### src/rtl/hit_power_controller_pkg.sv
// Shared game definitions for the shot/power logic: FSM states, power ceiling
// and the fixed-point scale of the aim direction vectors.
package hit_power_controller_pkg;

  typedef enum logic [2:0] {
    S_IDLE,
    S_ARMED,
    S_CHARGE,
    S_FIRE,
    S_COOLDOWN
  } hit_state_e;

  localparam int unsigned MAX_POWER_DEFAULT = 15;

  // Unit vector magnitudes at 0, 22.5, 45 and 67.5 degrees, scaled by VEC_SCALE.
  localparam int VEC_SCALE = 64;
  localparam int VEC_NEAR  = 59;
  localparam int VEC_DIAG  = 45;
  localparam int VEC_FAR   = 24;

endpackage

### src/rtl/hit_power_controller_aim_vector_lut.sv
// Combinational 16-direction aim table: aim_dir*22.5 deg (CCW from +X) to a
// signed unit vector scaled by 64, built from one quadrant plus rotation.
module aim_vector_lut
  import hit_power_controller_pkg::*;
(
  input  logic [3:0]        aim_dir,
  output logic signed [7:0] vec_x,
  output logic signed [7:0] vec_y
);

  logic signed [7:0] mag_cos;
  logic signed [7:0] mag_sin;

  function automatic logic signed [7:0] quad_mag(input logic [2:0] idx);
    case (idx)
      3'd0:    return 8'(VEC_SCALE);
      3'd1:    return 8'(VEC_NEAR);
      3'd2:    return 8'(VEC_DIAG);
      3'd3:    return 8'(VEC_FAR);
      default: return 8'sd0;
    endcase
  endfunction

  // Each 90-degree quadrant is the first quadrant rotated: (x,y) -> (-y,x).
  always_comb begin
    mag_cos = quad_mag({1'b0, aim_dir[1:0]});
    mag_sin = quad_mag(3'd4 - {1'b0, aim_dir[1:0]});
    vec_x   = mag_cos;
    vec_y   = mag_sin;
    case (aim_dir[3:2])
      2'd0: begin vec_x = mag_cos;  vec_y = mag_sin;  end
      2'd1: begin vec_x = -mag_sin; vec_y = mag_cos;  end
      2'd2: begin vec_x = -mag_cos; vec_y = -mag_sin; end
      default: begin vec_x = mag_sin; vec_y = -mag_cos; end
    endcase
  end

endmodule

### src/rtl/hit_power_controller.sv
// Cue shot controller: charges a power level while the key is held, fires one
// whiteBallMove pulse with a launch velocity on release, then waits for turn end.
module hit_power_controller
  import hit_power_controller_pkg::*;
#(
  parameter int unsigned MAX_POWER       = MAX_POWER_DEFAULT,
  parameter int unsigned FRAMES_PER_STEP = 4
) (
  input  logic               clk,
  input  logic               reset,
  input  logic               startOfFrame,
  input  logic               hitEnable,
  input  logic               hitKeyN,
  input  logic [3:0]         aimDir,
  output logic               whiteBallMove,
  output logic signed [10:0] shotSpeedX,
  output logic signed [10:0] shotSpeedY,
  output logic [3:0]         powerLevel,
  output logic               charging
);

  localparam int unsigned   FW         = (FRAMES_PER_STEP > 1) ? $clog2(FRAMES_PER_STEP) : 1;
  localparam logic [FW-1:0] FRAME_LAST = FW'(FRAMES_PER_STEP - 1);
  localparam logic [3:0]    POWER_MAX  = 4'(MAX_POWER);

  hit_state_e          state_q, state_d;
  logic [3:0]          power_q, power_d;
  logic [FW-1:0]       frame_q, frame_d;
  logic signed [10:0]  speed_x_q, speed_x_d;
  logic signed [10:0]  speed_y_q, speed_y_d;
  logic signed [7:0]   vec_x;
  logic signed [7:0]   vec_y;

  aim_vector_lut u_aim_lut (
    .aim_dir (aimDir),
    .vec_x   (vec_x),
    .vec_y   (vec_y)
  );

  // Power is at most 15 and the vector at most 64, so 11 bits never overflow.
  function automatic logic signed [10:0] scale_vec(input logic [3:0] pwr,
                                                   input logic signed [7:0] vec);
    logic signed [10:0] p;
    logic signed [10:0] v;
    p = $signed({7'b0, pwr});
    v = {{3{vec[7]}}, vec};
    return p * v;
  endfunction

  always_comb begin
    state_d   = state_q;
    power_d   = power_q;
    frame_d   = frame_q;
    speed_x_d = speed_x_q;
    speed_y_d = speed_y_q;
    case (state_q)
      S_IDLE: begin
        if (hitEnable && hitKeyN) state_d = S_ARMED;
      end
      S_ARMED: begin
        if (!hitEnable) begin
          state_d = S_IDLE;
        end else if (!hitKeyN) begin
          state_d = S_CHARGE;
          power_d = 4'd1;
          frame_d = '0;
        end
      end
      S_CHARGE: begin
        // Abort beats release, and release beats a coincident frame tick.
        if (!hitEnable) begin
          state_d = S_IDLE;
          power_d = 4'd0;
          frame_d = '0;
        end else if (hitKeyN) begin
          state_d   = S_FIRE;
          speed_x_d = scale_vec(power_q, vec_x);
          speed_y_d = scale_vec(power_q, vec_y);
        end else if (startOfFrame) begin
          if (frame_q == FRAME_LAST) begin
            frame_d = '0;
            if (power_q < POWER_MAX) power_d = power_q + 4'd1;
          end else begin
            frame_d = frame_q + FW'(1);
          end
        end
      end
      S_FIRE: begin
        state_d = S_COOLDOWN;
      end
      S_COOLDOWN: begin
        if (!hitEnable) begin
          state_d = S_IDLE;
          power_d = 4'd0;
        end
      end
      default: begin
        state_d = S_IDLE;
        power_d = 4'd0;
        frame_d = '0;
      end
    endcase
  end

  always_ff @(posedge clk or posedge reset) begin
    if (reset) begin
      state_q   <= S_IDLE;
      power_q   <= 4'd0;
      frame_q   <= '0;
      speed_x_q <= '0;
      speed_y_q <= '0;
    end else begin
      state_q   <= state_d;
      power_q   <= power_d;
      frame_q   <= frame_d;
      speed_x_q <= speed_x_d;
      speed_y_q <= speed_y_d;
    end
  end

  assign whiteBallMove = (state_q == S_FIRE);
  assign charging      = (state_q == S_CHARGE);
  assign powerLevel    = power_q;
  assign shotSpeedX    = speed_x_q;
  assign shotSpeedY    = speed_y_q;

endmodule
### config.mk
export PLATFORM = sky130hd
export DESIGN_NAME = hit_power_controller
export DESIGN_NICKNAME = d
export VERILOG_FILES = /design/src/rtl/hit_power_controller_pkg.sv /design/src/rtl/hit_power_controller_aim_vector_lut.sv /design/src/rtl/hit_power_controller.sv
export SDC_FILE = /design/constraint.sdc
export NUM_CORES = 1
export LEC_CHECK = 0
export CORE_ASPECT_RATIO = 1.1
export CORE_MARGIN = 3
export CORE_UTILIZATION = 64
export CTS_CLUSTER_SIZE = 25
export DETAILED_ROUTE_END_ITERATION = 10
export PLACE_DENSITY = 0.88
export SLEW_MARGIN = 20
export SYNTH_ARGS = -nofsm -noshare
export SYNTH_HDL_FRONTEND = slang
export SYNTH_HIERARCHICAL = 1
export SYNTH_SLANG_ARGS = --single-unit
### constraint.sdc
create_clock -name clk -period 6.8 [get_ports clk]
set_input_delay 1.02 -clock clk [delete_from_list [all_inputs] [get_ports clk]]
set_output_delay 1.02 -clock clk [all_outputs]
set_load 0.03 [all_outputs]
# After elaboration in Yosys (flattened, before gate mapping)
# Index checks and enable logic that the tools add are counted.
# totals
ff_bits	31
out_inout_bits	28
wordCells	76
# op_classes
add_sub_neg	5
mul	2
order_cmp	1
n_eq_ne	23
mux	27
bitwise	2
n_reduce_logical	11
# op_table
cell	count
$pmux 8 s3	2
$mux 4	8
$pmux 8 s4	1
$pmux 7 s4	1
$mul 5x8->11	2
$mux 3	6
$pmux 4 s4	1
$pmux 3 s5	1
$eq 3x2->1 const B	4
$mux 2	6
$ne 3x3->1 const B	4
$eq 2x2->1 const B	4
$ne 2x2->1 const B	4
$neg 7->8	1
$neg 8->8	1
$reduce_and 8->1	1
$eq 3x1->1 const B	2
$logic_not 3->1	2
$ne 3x2->1 const B	2
$pmux 2 s3	1
$reduce_and 5->1	1
$add 4x1->4 const B	1
$eq 2x1->1 const B	2
$logic_not 2->1	2
10 further kinds	11

# Longest topological paths before layout
# depth
depth_word	7
depth_mapped	18
ltp_nobuf	17

# Hierarchy
# Netlist, hierarchy kept.
# modules_own_cells
module	instances	cells_per_inst	area_each_um2
hit_power_controller	1	406	3529.6
aim_vector_lut	1	63	442.9

# Least setup slack after synthesis
# OpenSTA, ideal clock, no wires.
# synth_path
path_type	in2reg
start	input aimDir[1]
end	register speed_y_q[10], in the netlist shotSpeedY[10]
arrival_ns	4.497
required_time_ns	6.730
setup_slack_ns	2.234
path_stages	16
path_buffers	1
cell_sequence	inv_1 -> ha_1 -> buf_6 -> mux2_4 -> mux2_4 -> and2_1 -> ha_1 -> ha_1 -> fa_1 -> inv_1 -> fa_1 -> nand2b_1 -> a21oi_1 -> nor3_1 -> a2111oi_0 -> nand3b_1
# synth_via
elab_chain_len	6
elab_cells_between_ends	15
cone_classes	add/sub (3); mul (1); eq/ne (6); mux (3); reduce/logical (2)
# synth_lines
item	line	source
start: declaration	hit_power_controller.sv:14	input logic [3:0] aimDir,
$sub 3x2->3	hit_power_controller_aim_vector_lut.sv:27	mag_sin = quad_mag(3'd4 - {1'b0, aim_dir[1:0]});
$eq 3x2->1, or another cell as far along	hit_power_controller_aim_vector_lut.sv:15	case (idx)
$pmux 7 s4	hit_power_controller_aim_vector_lut.sv:15	
$neg 7->8	hit_power_controller_aim_vector_lut.sv:33	2'd2: begin vec_x = -mag_cos; vec_y = -mag_sin; end
$pmux 8 s3 *	hit_power_controller_aim_vector_lut.sv:30	case (aim_dir[3:2])
named net vec_y[1]	hit_power_controller.sv:32	logic signed [7:0] vec_y;
$mul 5x8->11 *	hit_power_controller.sv:47	return p * v;
end signal: assignment	hit_power_controller.sv:117	speed_y_q <= speed_y_d;
end: declaration	hit_power_controller.sv:30	logic signed [10:0] speed_y_q, speed_y_d;
# Mark *: on every way through the listed nets, which the timed path passes. The rest lies on a longest branch. The select of a mux whose other input is x is not followed.
# A chain may end at the register's enable or synchronous reset.

# Worst setup path in the final report
# layout_path
start	input aimDir[1]
end	register speed_x_q[10], in the netlist shotSpeedX[10]
# layout_via
elab_chain_len	6
elab_cells_between_ends	15
cone_classes	add/sub (3); mul (1); eq/ne (6); mux (3); reduce/logical (2)
# layout_lines
item	line	source
$sub 3x2->3	hit_power_controller_aim_vector_lut.sv:27	
$eq 3x2->1, or another cell as far along	hit_power_controller_aim_vector_lut.sv:15	
$pmux 7 s4	hit_power_controller_aim_vector_lut.sv:15	
$neg 7->8	hit_power_controller_aim_vector_lut.sv:32	2'd1: begin vec_x = -mag_sin; vec_y = mag_cos; end
$pmux 8 s3 *	hit_power_controller_aim_vector_lut.sv:30	
named net vec_x[1]	hit_power_controller.sv:31	logic signed [7:0] vec_x;
$mul 5x8->11 *	hit_power_controller.sv:47	
end signal: assignment	hit_power_controller.sv:116	speed_x_q <= speed_x_d;
end: declaration	hit_power_controller.sv:29	logic signed [10:0] speed_x_q, speed_x_d;
# Marked as above.

==> results by group <==
Drt
  – Via density per instance: 5.506
  – Detailed-router iteration count before antenna repair: 4
  – Drt first-iter violations: 193
  – WL per Instance: 13.13 um
  – Total wire length after detailed routing: 7.526 mm
  – Post-route antenna net violation count: 0
  – # DRC: 0
  – Total via count after detailed routing: 3155

Status
  – Outcome: completed

Pwr
  – Fraction of power spent switching nets: 0.3776
  – Clock group share of total power: 0.273
  – Share of power burned in registers: 0.333
  – Cell-internal power: 0.0004465 W
  – Share of power burned in combinational logic: 0.394
  – Total power after layout: 0.0007174 W
  – Maximum vdd ir drop: 0.0001123 V
  – Total power per unit cell area: 161.6 nW/um^2
  – Net Sw Power: 0.0002709 W
  – P_leak: 2.235 nW

Timing
  – Final max-slew violation count: 0
  – Hold violation count in the final report: 0
  – Fraction of the cycle the final worst path needs: 0.7895
  – Post-route minimum period: 5.368 ns
  – Setup Viol. Count Final: 0
  – Max-slew headroom: 0.4460
  – Worst Tran Pin Value: 0.8206 ns
  – Skew final: 0.008473 ns
  – Setup repair after global routing missed its margin: no
  – Achievable clock frequency: 0.1863 GHz
  – Final TNS setup: 0 ns

CTS
  – CTS clk-pin slew, worst paths: 0.07 ns
  – Hold buffer count at CTS: 0
  – Clock H-tree levels: 2
  – Total clock buffers created by CTS: 5
  – Clock root buffer: clkbuf_8
  – Post-cts sizing count: 0
  – Post-CTS Setup Bufs: 0
  – Latest clock arrival within the worst-skew pair: 0.29 ns
  – Buffer levels on the longest clock path: 2
  – TritonCTS clock tree: done
  – # clock sinks: 31

Placement
  – Placer Congestion: 0.9308
  – Port buffer count: 36
  – Post-DP HPWL: 5.732 mm
  – Cell total after placement: 565

Floorplanning
  – Die X-Extent: 81.12 um
  – Number of placement rows: 29
  – Core box area: 5878 sq um
  – Starting Density: 0.6758
  – Die Y-Extent: 88.63 um
  – Count of pins on the block boundary: 37
  – Die outline area: 7190 sq um

Cells and area
  – Count of filler cells inserted in the layout: 453
  – Growth of design area from synthesis to finish: 11.72%
  – Final core area utilization: 0.7550
  – Non-filler instance count after layout: 573
  – Count of nets after finishing: 579
  – Area of the multi-input gates: 2814 sq um
  – Antenna diode count: 0
  – Seq. cell area: 775.7 sq um
  – Fraction of final layout cells sized beyond drive strength 1: 0.04839

Critical path
  – Maximum fanout along the worst path: 9
  – Crit path arrival time: 5.59 ns
  – Required time of the critical path: 7.03 ns
  – Endpoint type of the worst setup path: flop
  – Number of cells traversed by the worst register-to-register path: 12
  – Startpoint Class: primary input
  – Critical setup path kind: in2reg

Global route
  – Antenna violations before repair: 0
  – First-pass GRT wire length: 13.27 mm
  – Number of global-route vias before repair: 3077
  – Maximum number of pins on one net before global-route repair: 43
  – Combined global-route utilization of all metal layers: 0.2320
  – GRT overflow: 0

Yosys
  – Share of the synthesized area in the top cell type: 0.1953
  – Cell types occupying the most area after synthesis: dfrtp_1, ha_1, fa_1
  – Average size of a mapped cell: 8.470 sq um
  – Synth warn: 6
  – FF+latch count, synth: 31
  – Share of async-settable or async-resettable flops after synthesis: 1.000
  – Total nets after synthesis: 553
  – Post-synthesis instance area: 3973 sq um
  – Top cell type by total area after synthesis: dfrtp_1
  – Count of flip-flops with a built-in enable after synthesis: 0
  – Gate Count Post-Synth: 469
  – Portion of the post-synthesis area used by sequential elements: 0.1953
  – Post-synthesis cell type count: 52
  – Leading register cell type out of synthesis: dfrtp_1

Min path
  – HP Class: reg2reg
  – Number of cells traversed by the worst hold path: 2

Run
  – Max Cap Violations: 0
area by class of cell:
cell class	instances	area share
sequential	31	0.1748
inverter	69	0.05836
tap	77	0.02171
timing repair buffer	38	0.08458
multi-input combinational	350	0.6341
clock buffer	6	0.01861
clock inverter	2	0.007894
power by group through the flow:
stage	Combinational [W]	Sequential [W]	Clock [W]
global placement	0.000274	0.000242	0
floorplan	0.000149	0.000284	0
CTS	0.000284	0.000239	0.000200
global route	0.000312	0.000242	0.000210
finish	0.000283	0.000239	0.000196
detailed placement	0.000282	0.000242	0
flip-flops by register name, indices dropped and copies added, names as in the netlist:
name / cells
shotSpeedX: 11
powerLevel: 4
frame_q: 2
shotSpeedY: 11
state_q: 3
placed cells by master (no fill, tap or decap), types with 8 or more instances in the layout:
cell / synthesis / final
clkdlybuf4s50_1: 0 / 36
and2_1: 50 / 50
inv_1: 68 / 68
nor2_1: 18 / 18
nand2_1: 55 / 55
nor3_1: 9 / 9
fa_1: 28 / 28
o21ai_0: 10 / 10
a21oi_1: 19 / 19
nand3_1: 15 / 15
o21ai_1: 12 / 12
xor2_1: 9 / 9
dfrtp_1: 31 / 31
ha_1: 47 / 47
a21o_1: 8 / 8
metrics by stage:
step | instance area (sq um) | setup WS, ns | hold slack [ns]
floorplan | 3973 | 2.234 | 0.4986
global placement | 4320 | 1.264 | 0.4499
CTS | 4438 | 1.471 | 0.4798
finish | 4438 | 1.432 | 0.4738
detailed placement | 4320 | 1.196 | 0.4637
global route | 4438 | 1.127 | 0.5014
Yosys cell counts, drive strengths merged, types with 7 or more instances:
cell    count
a21oi      20
clkbuf      7
a21o        8
nor2       18
nor3        9
nand2      55
dfrtp      31
nand3      15
buf        12
fa         28
ha         47
inv        69
o21ai      23
and2       51
xor2       10
layer usage:
metal / part of all wire / GRT usage / vias to the layer above
li1: - / - / 1585
met1: 0.46 / 0.3142 / 1487
met2: 0.48 / 0.3809 / 71
met3: 0.040 / 0.03564 / 12
met4: 0.014 / 0.07834 / 0
met5: 0 / 0 / -
path summary, 6_finish.rpt:
path,from,end,slack [ns]
min,shotSpeedY[2],shotSpeedY[2],0.47
max in group asynchronous,reset,shotSpeedY[6],5.39
max reg2reg,powerLevel[2],shotSpeedY[10],3.10
min reg2reg,shotSpeedY[2],shotSpeedY[2],0.47
min in group asynchronous,reset,shotSpeedX[9],1.11
max,aimDir[1],shotSpeedX[10],1.43
cells by family (layout without fill, tap and decap cells):
| kind of cell | after synthesis | in the layout | share of synthesized area |
|---|---|---|---|
| muxes | 8 | 8 | 0.02331 |
| and+or+nand+nor | 175 | 175 | 0.2283 |
| DFF | 31 | 31 | 0.1953 |
| AOI/OAI and AO/OA | 76 | 76 | 0.1266 |
| adders and majority gates | 75 | 75 | 0.2891 |
| buffers and inverters | 88 | 115 | 0.09638 |
| xor gates and xnor gates | 16 | 16 | 0.04095 |
worst max-delay path, cell delays in order:
cell and delay, ns:
clkdlybuf4s50_1 0.47, inv_1 0.14, ha_1 0.38, inv_1 0.07
o311ai_0 0.69, and2_1 0.23, ha_1 0.24, ha_1 0.30
fa_1 0.57, inv_1 0.06, fa_1 0.45, nand2b_1 0.18
a21oi_1 0.20, nor3_1 0.10, a2111oi_0 0.33, nand3b_1 0.15
(Power assumes the default switching activity.)
